### src/rtl/multicycle_control_pkg.sv
// Shared definitions for the multicycle accumulator-machine controller.
// Holds the FSM state encoding, the opcode map, the ALUOp / ALUSrcB /
// RegWrite / MemtoReg encodings, the packed control word produced by the
// decoder, and a helper that tells whether an instruction retires in EXEC.
package multicycle_control_pkg;

  typedef enum logic [2:0] {
    S_FETCH  = 3'd0,
    S_DECODE = 3'd1,
    S_EXEC   = 3'd2,
    S_MEM    = 3'd3,
    S_WB     = 3'd4,
    S_HALTED = 3'd5
  } state_e;

  typedef enum logic [3:0] {
    OP_ADD  = 4'h0,
    OP_SUB  = 4'h1,
    OP_AND  = 4'h2,
    OP_OR   = 4'h3,
    OP_XOR  = 4'h4,
    OP_SHL  = 4'h5,
    OP_SHR  = 4'h6,
    OP_ADDI = 4'h7,
    OP_LD   = 4'h8,
    OP_ST   = 4'h9,
    OP_BEQ  = 4'hA,
    OP_BNE  = 4'hB,
    OP_MOVA = 4'hC,
    OP_MOVR = 4'hD,
    OP_JMP  = 4'hE,
    OP_HALT = 4'hF
  } opcode_e;

  // ALU operation select
  localparam logic [3:0] ALU_ADD  = 4'd0;
  localparam logic [3:0] ALU_SUB  = 4'd1;
  localparam logic [3:0] ALU_AND  = 4'd2;
  localparam logic [3:0] ALU_OR   = 4'd3;
  localparam logic [3:0] ALU_XOR  = 4'd4;
  localparam logic [3:0] ALU_SHL  = 4'd5;
  localparam logic [3:0] ALU_SHR  = 4'd6;
  localparam logic [3:0] ALU_PASS = 4'd7;

  // ALU B-operand source
  localparam logic [1:0] SRCB_REG = 2'd0;
  localparam logic [1:0] SRCB_IMM = 2'd1;
  localparam logic [1:0] SRCB_JMP = 2'd2;

  // Register-file write target
  localparam logic [1:0] RW_NONE = 2'd0;
  localparam logic [1:0] RW_REG  = 2'd1;
  localparam logic [1:0] RW_ACC  = 2'd2;

  // Write-back data source
  localparam logic [1:0] M2R_ALU = 2'd0;
  localparam logic [1:0] M2R_MEM = 2'd1;

  typedef struct packed {
    logic [3:0] alu_op;
    logic [1:0] alu_src_b;
    logic [1:0] reg_write;
    logic [1:0] mem_to_reg;
    logic       format;
    logic       acc_read;
    logic       branch;
    logic       load;
    logic       store;
  } ctrl_t;

  localparam ctrl_t CTRL_NOP = ctrl_t'(15'd0);

  // An instruction with no memory access and no write-back finishes in EXEC.
  function automatic logic retires_in_exec(input ctrl_t c);
    return !c.load && !c.store && (c.reg_write == RW_NONE);
  endfunction

endpackage

### src/rtl/mc_decode.sv
// Combinational opcode decoder.
// Ports: opcode (4-bit opcode) in, ctrl (packed control word) out.
// HALT and any unlisted code decode to the all-zero control word.
module mc_decode
  import multicycle_control_pkg::*;
(
  input  logic [3:0] opcode,
  output ctrl_t      ctrl
);

  // Opcode table lookup
  always_comb begin
    ctrl = CTRL_NOP;
    case (opcode)
      OP_ADD:  begin ctrl.alu_op = ALU_ADD; ctrl.reg_write = RW_REG; end
      OP_SUB:  begin ctrl.alu_op = ALU_SUB; ctrl.reg_write = RW_REG; end
      OP_AND:  begin ctrl.alu_op = ALU_AND; ctrl.reg_write = RW_REG; end
      OP_OR:   begin ctrl.alu_op = ALU_OR;  ctrl.reg_write = RW_REG; end
      OP_XOR:  begin ctrl.alu_op = ALU_XOR; ctrl.reg_write = RW_REG; end
      OP_SHL:  begin ctrl.alu_op = ALU_SHL; ctrl.reg_write = RW_REG; end
      OP_SHR:  begin ctrl.alu_op = ALU_SHR; ctrl.reg_write = RW_REG; end
      OP_ADDI: begin
        ctrl.alu_op = ALU_ADD; ctrl.alu_src_b = SRCB_IMM; ctrl.format = 1'b1;
        ctrl.reg_write = RW_REG;
      end
      OP_LD: begin
        ctrl.alu_op = ALU_ADD; ctrl.alu_src_b = SRCB_IMM; ctrl.format = 1'b1;
        ctrl.load = 1'b1; ctrl.reg_write = RW_REG; ctrl.mem_to_reg = M2R_MEM;
      end
      OP_ST: begin
        ctrl.alu_op = ALU_ADD; ctrl.alu_src_b = SRCB_IMM; ctrl.format = 1'b1;
        ctrl.acc_read = 1'b1; ctrl.store = 1'b1;
      end
      OP_BEQ, OP_BNE: begin
        ctrl.alu_op = ALU_SUB; ctrl.alu_src_b = SRCB_REG; ctrl.format = 1'b1;
        ctrl.acc_read = 1'b1; ctrl.branch = 1'b1;
      end
      OP_MOVA: begin ctrl.alu_op = ALU_PASS; ctrl.reg_write = RW_ACC; end
      OP_MOVR: begin ctrl.alu_op = ALU_PASS; ctrl.acc_read = 1'b1; ctrl.reg_write = RW_REG; end
      OP_JMP: begin
        ctrl.alu_op = ALU_PASS; ctrl.alu_src_b = SRCB_JMP; ctrl.format = 1'b1;
        ctrl.branch = 1'b1;
      end
      OP_HALT: ctrl = CTRL_NOP;
      default: ctrl = CTRL_NOP;
    endcase
  end

endmodule

### src/rtl/multicycle_control.sv
// Multicycle controller: FETCH -> DECODE -> EXEC -> (MEM) -> (WB) -> FETCH,
// plus a HALTED state left by 'resume'.
// Parameters: IW instruction width (9..16), OPW opcode width (< IW), opcode
// taken from Instruction[IW-1 -: OPW].
// Inputs : CLK, reset_n (async, active low), instr_valid, Instruction,
//          mem_ready, resume.
// Outputs: instr_ready, Format, AccRead, Branch, MemWrite, PCWrite,
//          RegWrite[1:0], ALUSrcB[1:0], MemtoReg[1:0], ALUOp[3:0], HALT,
//          state[2:0].
// Optional: macro MC_PERF_CNT_EN adds retire_cnt[31:0] and stall_cnt[31:0].
// Datapath controls are registered from the next-state value so they line up
// with the state they belong to. Two terms are deliberately not pure flops:
// instr_ready is gated by reset_n so it drops during reset and rises as soon
// as reset is released, and a store retires in the MEM cycle where mem_ready
// is seen, which is only known combinationally.
module multicycle_control
  import multicycle_control_pkg::*;
#(
  parameter int IW  = 9,
  parameter int OPW = 4
) (
  input  logic          CLK,
  input  logic          reset_n,
  input  logic          instr_valid,
  input  logic [IW-1:0] Instruction,
  output logic          instr_ready,
  input  logic          mem_ready,
  input  logic          resume,
  output logic          Format,
  output logic          AccRead,
  output logic          Branch,
  output logic          MemWrite,
  output logic          PCWrite,
  output logic [1:0]    RegWrite,
  output logic [1:0]    ALUSrcB,
  output logic [1:0]    MemtoReg,
  output logic [3:0]    ALUOp,
  output logic          HALT,
  output logic [2:0]    state
`ifdef MC_PERF_CNT_EN
  ,
  output logic [31:0]   retire_cnt,
  output logic [31:0]   stall_cnt
`endif
);

  state_e          state_q, state_d;
  logic [IW-1:0]   instr_q, instr_d;
  ctrl_t           ctrl_q, ctrl_d, dec_ctrl_s;
  logic [OPW-1:0]  op_s;
  logic            op_halt_s;
  logic            instr_unused_s;
  logic            exec_s, wb_s, store_retire_s, pc_write_s;

  logic            instr_ready_q, instr_ready_d;
  logic            format_q, format_d, acc_read_q, acc_read_d;
  logic            branch_q, branch_d, mem_write_q, mem_write_d;
  logic            pc_write_q, pc_write_d, halt_q, halt_d;
  logic [1:0]      reg_write_q, reg_write_d, alu_src_b_q, alu_src_b_d;
  logic [1:0]      mem_to_reg_q, mem_to_reg_d;
  logic [3:0]      alu_op_q, alu_op_d;

  assign op_s           = instr_q[IW-1 -: OPW];
  assign op_halt_s      = &op_s;
  // Operand field is for the datapath; the controller only looks at the opcode.
  assign instr_unused_s = ^instr_q[IW-OPW-1:0];

  mc_decode u_decode (
    .opcode (4'(op_s)),
    .ctrl   (dec_ctrl_s)
  );

  // Next-state, instruction latch and control-word latch
  always_comb begin
    state_d = state_q;
    instr_d = instr_q;
    ctrl_d  = ctrl_q;
    case (state_q)
      S_FETCH: begin
        if (instr_valid) begin
          instr_d = Instruction;
          state_d = S_DECODE;
        end else begin
          state_d = S_FETCH;
        end
      end
      S_DECODE: begin
        ctrl_d = dec_ctrl_s;
        if (op_halt_s) begin
          state_d = S_HALTED;
        end else begin
          state_d = S_EXEC;
        end
      end
      S_EXEC: begin
        if (ctrl_q.load || ctrl_q.store) begin
          state_d = S_MEM;
        end else if (ctrl_q.reg_write != RW_NONE) begin
          state_d = S_WB;
        end else begin
          state_d = S_FETCH;
        end
      end
      S_MEM: begin
        if (!mem_ready) begin
          state_d = S_MEM;
        end else if (ctrl_q.load) begin
          state_d = S_WB;
        end else begin
          state_d = S_FETCH;
        end
      end
      S_WB:     state_d = S_FETCH;
      S_HALTED: begin
        if (resume) begin
          state_d = S_FETCH;
        end else begin
          state_d = S_HALTED;
        end
      end
      default:  state_d = S_FETCH;
    endcase
  end

  // Output values for the state being entered
  always_comb begin
    exec_s        = (state_d == S_EXEC);
    wb_s          = (state_d == S_WB);
    instr_ready_d = (state_d == S_FETCH);
    halt_d        = (state_d == S_HALTED);
    alu_op_d      = exec_s ? ctrl_d.alu_op    : 4'd0;
    alu_src_b_d   = exec_s ? ctrl_d.alu_src_b : 2'd0;
    format_d      = exec_s & ctrl_d.format;
    acc_read_d    = exec_s & ctrl_d.acc_read;
    branch_d      = exec_s & ctrl_d.branch;
    mem_write_d   = (state_d == S_MEM) & ctrl_d.store;
    reg_write_d   = wb_s ? ctrl_d.reg_write  : 2'd0;
    mem_to_reg_d  = wb_s ? ctrl_d.mem_to_reg : 2'd0;
    // Every WB is a retire; EXEC retires only instructions with nothing after it.
    pc_write_d    = wb_s | (exec_s & retires_in_exec(ctrl_d));
  end

  // State, latches and registered outputs
  always_ff @(posedge CLK or negedge reset_n) begin
    if (!reset_n) begin
      state_q       <= S_FETCH;
      instr_q       <= {IW{1'b0}};
      ctrl_q        <= CTRL_NOP;
      instr_ready_q <= 1'b1;
      format_q      <= 1'b0;
      acc_read_q    <= 1'b0;
      branch_q      <= 1'b0;
      mem_write_q   <= 1'b0;
      pc_write_q    <= 1'b0;
      halt_q        <= 1'b0;
      reg_write_q   <= 2'd0;
      alu_src_b_q   <= 2'd0;
      mem_to_reg_q  <= 2'd0;
      alu_op_q      <= 4'd0;
    end else begin
      state_q       <= state_d;
      instr_q       <= instr_d;
      ctrl_q        <= ctrl_d;
      instr_ready_q <= instr_ready_d;
      format_q      <= format_d;
      acc_read_q    <= acc_read_d;
      branch_q      <= branch_d;
      mem_write_q   <= mem_write_d;
      pc_write_q    <= pc_write_d;
      halt_q        <= halt_d;
      reg_write_q   <= reg_write_d;
      alu_src_b_q   <= alu_src_b_d;
      mem_to_reg_q  <= mem_to_reg_d;
      alu_op_q      <= alu_op_d;
    end
  end

  assign store_retire_s = (state_q == S_MEM) & ctrl_q.store & mem_ready;
  assign pc_write_s     = pc_write_q | store_retire_s;

  assign instr_ready = instr_ready_q & reset_n;
  assign Format      = format_q;
  assign AccRead     = acc_read_q;
  assign Branch      = branch_q;
  assign MemWrite    = mem_write_q;
  assign PCWrite     = pc_write_s;
  assign RegWrite    = reg_write_q;
  assign ALUSrcB     = alu_src_b_q;
  assign MemtoReg    = mem_to_reg_q;
  assign ALUOp       = alu_op_q;
  assign HALT        = halt_q;
  assign state       = state_q;

`ifdef MC_PERF_CNT_EN
  logic [31:0] retire_cnt_q, retire_cnt_d, stall_cnt_q, stall_cnt_d;

  // Counter increments; both wrap naturally at 2^32
  always_comb begin
    retire_cnt_d = pc_write_s ? (retire_cnt_q + 32'd1) : retire_cnt_q;
    stall_cnt_d  = ((state_q == S_MEM) && !mem_ready) ? (stall_cnt_q + 32'd1) : stall_cnt_q;
  end

  // Performance counter registers
  always_ff @(posedge CLK or negedge reset_n) begin
    if (!reset_n) begin
      retire_cnt_q <= 32'd0;
      stall_cnt_q  <= 32'd0;
    end else begin
      retire_cnt_q <= retire_cnt_d;
      stall_cnt_q  <= stall_cnt_d;
    end
  end

  assign retire_cnt = retire_cnt_q;
  assign stall_cnt  = stall_cnt_q;
`endif

endmodule

### config.mk
export PLATFORM = sky130hd
export DESIGN_NAME = multicycle_control
export DESIGN_NICKNAME = d
export VERILOG_FILES = /design/src/rtl/multicycle_control_pkg.sv /design/src/rtl/mc_decode.sv /design/src/rtl/multicycle_control.sv
export SDC_FILE = /design/constraint.sdc
export NUM_CORES = 1
export LEC_CHECK = 0
export ABC_AREA = 1
export BUFFER_PORTS_ARGS = -buffer_cell sky130_fd_sc_hd__clkbuf_2
export CAP_MARGIN = 20
export CORE_AREA = 10 10 77 79
export CTS_CLUSTER_DIAMETER = 120
export DETAILED_ROUTE_END_ITERATION = 6
export DIE_AREA = 0 0 87 89
export GPL_ROUTABILITY_DRIVEN = 0
export PLACE_DENSITY = 0.62
export SYNTH_ARGS = -nofsm -noshare
export SYNTH_HDL_FRONTEND = slang
export SYNTH_HIERARCHICAL = 1
export SYNTH_SLANG_ARGS = --single-unit
### constraint.sdc
create_clock -name CLK -period 3.7 [get_ports CLK]
set_clock_uncertainty 0.1 [all_clocks]
set_input_delay 0.37 -clock CLK [delete_from_list [all_inputs] [get_ports CLK]]
set_output_delay 0.37 -clock CLK [all_outputs]
set_load 0.03 [all_outputs]
==> flow_metrics.py <==
metrics = {
    "timing": {
        "maxSlewViolCount": 0,
        "setup_violations": 0,
        "setup_ws_ns": 1.81,
        "fin_crit_ns": 1.89,
        "fmax_mhz": 530,
        "rsz0062_at_grt": "false",
        "setup_tns_ns": 0,
        "post-route-period-util_pct": 51.0,
        "hold_violations": 0,
    },
    "hold_path": {
        "min_path_type": "input pin to async pin",
    },
    "setup_path": {
        "start_kind": "register",
        "required_ns": 3.23,
        "critPathKind": "register to output pin",
        "crit_arrival_ns": 1.42,
        "crit_fanout": 7,
        "critPathCaptureType": "output pin",
    },
    "pwr": {
        "pwr-share-clk_pct": 17.8,
        "p_sw_mw": 0.890,
        "pwr-share-seq_pct": 35.5,
        "pwr-share-comb_pct": 46.7,
        "p_sw_share_pct": 43.8,
        "p_int_mw": 1.14,
        "ir_drop_mv": 0.334,
        "powerDensity_nw_per_um2": 935,
        "p_leak_nw": 1.21,
    },
    "cts": {
        "clockRootBuffer": "clkbuf_8",
        "cts_tree": "built",
        "cts_buffers": 5,
        "cts_setup_buffers": 0,
        "clk_latency_ns": 0.29,
        "cts_buffer_depth": 2,
        "clk_pin_slew_ns": 0.07,
        "hold_buffers": 0,
        "h-tree-depth": 2,
        "ctsResizeCount": 0,
        "clkSinkCount": 39,
    },
    "synthesis": {
        "ys_ff_latch": 39,
        "synth-edff-count": 0,
        "yosysMostFrequentCell": "dfrtp_1",
        "yosys_warnings": 6,
        "synth_common_cells": "38 x dfrtp_1, 37 x inv_1, 35 x nand2_1, 33 x nor2_1, 11 x o21ai_1",
        "ys_types": 26,
        "synth_top_cell_area_share_pct": 50.8,
        "synthCells": 217,
        "synth_seq_area_share_pct": 52.2,
        "synthTopCellsByArea": "dfrtp_1 51%, inv_1 7.4%, nand2_1 7.0%",
        "synth.avg_cell_area_um2": 8.63,
        "ys.flop_type": "dfrtp_1",
        "synth_top_cell_by_area": "dfrtp_1",
        "ys_async_sr_fraction_pct": 100,
        "synth_area_um2": 1870,
    },
    "floorplan": {
        "rows": 25,
        "core_um2": 4540,
        "die_x_um": 87,
        "dieArea_um2": 7740,
        "die_h_um": 89,
        "ioPinCount": 34,
        "initial_utilization_pct": 41.3,
    },
    "global_route": {
        "grt_usage_pct": 9.95,
        "grt_pass1_vias": 1354,
        "antenna_found_initial": 0,
        "grt_max_degree": 41,
        "grt_overflow": 0,
        "grt_pass1_wl_um": 6110,
    },
    "route": {
        "drcViolationCount": 0,
        "ant_nets": 0,
        "wl_per_cell_um": 11.4,
        "viasPerCell": 4.33,
        "drt_iter0_drc": 85,
        "wirelength_um": 3450,
        "routed-via-count": 1316,
        "drt-pass1-iter-count": 4,
    },
    "flow_run": {
        "drv_cap": 0,
    },
    "layout": {
        "area_growth_pct": 15.9,
        "fin_nets": 263,
        "diodes": 0,
        "fin_area_um2": 2170,
        "stdcell_count": 304,
        "drive_gt1_share_pct": 29.2,
        "utilization_pct": 47.9,
    },
    "place": {
        "dp_slack_ns": 1.95,
        "hpwlAfterDp_um": 2490,
        "dp.cells": 296,
        "portBuffers": 28,
        "dpl-instance-area_um2": 2050,
    },
    "outcome": {
        "status": "finished clean",
    },
}
-- cell type report --
| class | count | area [um^2] |
|---|---|---|
| well taps | 54 | 67.6 |
| flip-flops and latches | 39 | 977 |
| clock inverters | 2 | 35.0 |
| repair buffers | 29 | 148 |
| multi-input cells | 133 | 707 |
| fillers | 466 | 2360 |
| inverters | 41 | 154 |
| clock buffers | 6 | 82.6 |
-- state kept, by name (all words and copies together) (netlist names), 2 cells and up --
signal and count:
ctrl_q 15, MemtoReg 2, state 3, instr_q 4, ALUSrcB 2, ALUOp 4
RegWrite 2
-- critical path, cell delays in order (launching register included) --
cell and delay [ns]:
dfrtp_1 0.50, nand2_1 0.11, nor2_1 0.16, a31o_2 0.17, clkbuf_2 0.19
-- per-stage QoR --
stage | hold slack [ns] | power (mW)
after detailed placement | 0.365 | 1.70
final | 0.0269 | 2.03
after CTS | 0.0434 | 2.07
after global routing | 0.0754 | 2.22
after floorplan | -0.0256 | 1.49
after global placement | 0.362 | 1.68
-- cells by family (layout without fill, tap and decap cells) --
logic type	count (synthesis)	after routing	share of synthesized area [%]
simple gates	108	108	29.5
buf+inv	46	78	10.3
flops	39	39	52.2
compound gates	19	19	5.48
mux	4	4	2.40
other cells	1	2	0.200
-- final timing paths --
kind	end	slack [ns]	start	depth (start not counted)
setup reg to reg	MemtoReg[0]	2.06	state[2]	6
hold / removal	ctrl_q[5]	0.03	reset_n	2
hold reg to reg	ctrl_q[10]	0.45	ctrl_q[10]	3
setup / recovery	PCWrite	1.81	state[0]	4
max in group asynchronous	instr_ready_q	3.12	reset_n	2
min in group CLK	instr_q[6]	0.21	Instruction[6]	2
-- power by group through the flow --
stage               Combinational (mW)  Sequential, mW  Clock [mW]
floorplan                        0.642           0.844           0
global placement                 0.954           0.724           0
detailed placement               0.965           0.731           0
CTS                              0.969           0.722       0.376
global route                      1.08           0.748       0.396
finish                           0.947           0.721       0.362
-- metal layers --
layer	part of all wire, %	global-route usage [%]	vias up
met5	0	0	-
met4	1.8	5.74	0
met3	5.1	3.46	8
met2	48	16.1	19
met1	46	11.2	584
li1	-	-	705
-- cells in the final DEF (no fill, tap or decap), drive strengths merged, types with 2 or more instances in the layout --
cell    synthesis  final
nand3           8      8
inv            41     41
mux2            4      4
o21ai          15     15
nor2           41     41
clkbuf          0     34
conb            1      2
nand2          45     45
a21oi           3      3
nor3            5      5
dfrtp          38     38
or2             9      9
Power figures use the tool's default switching activity.
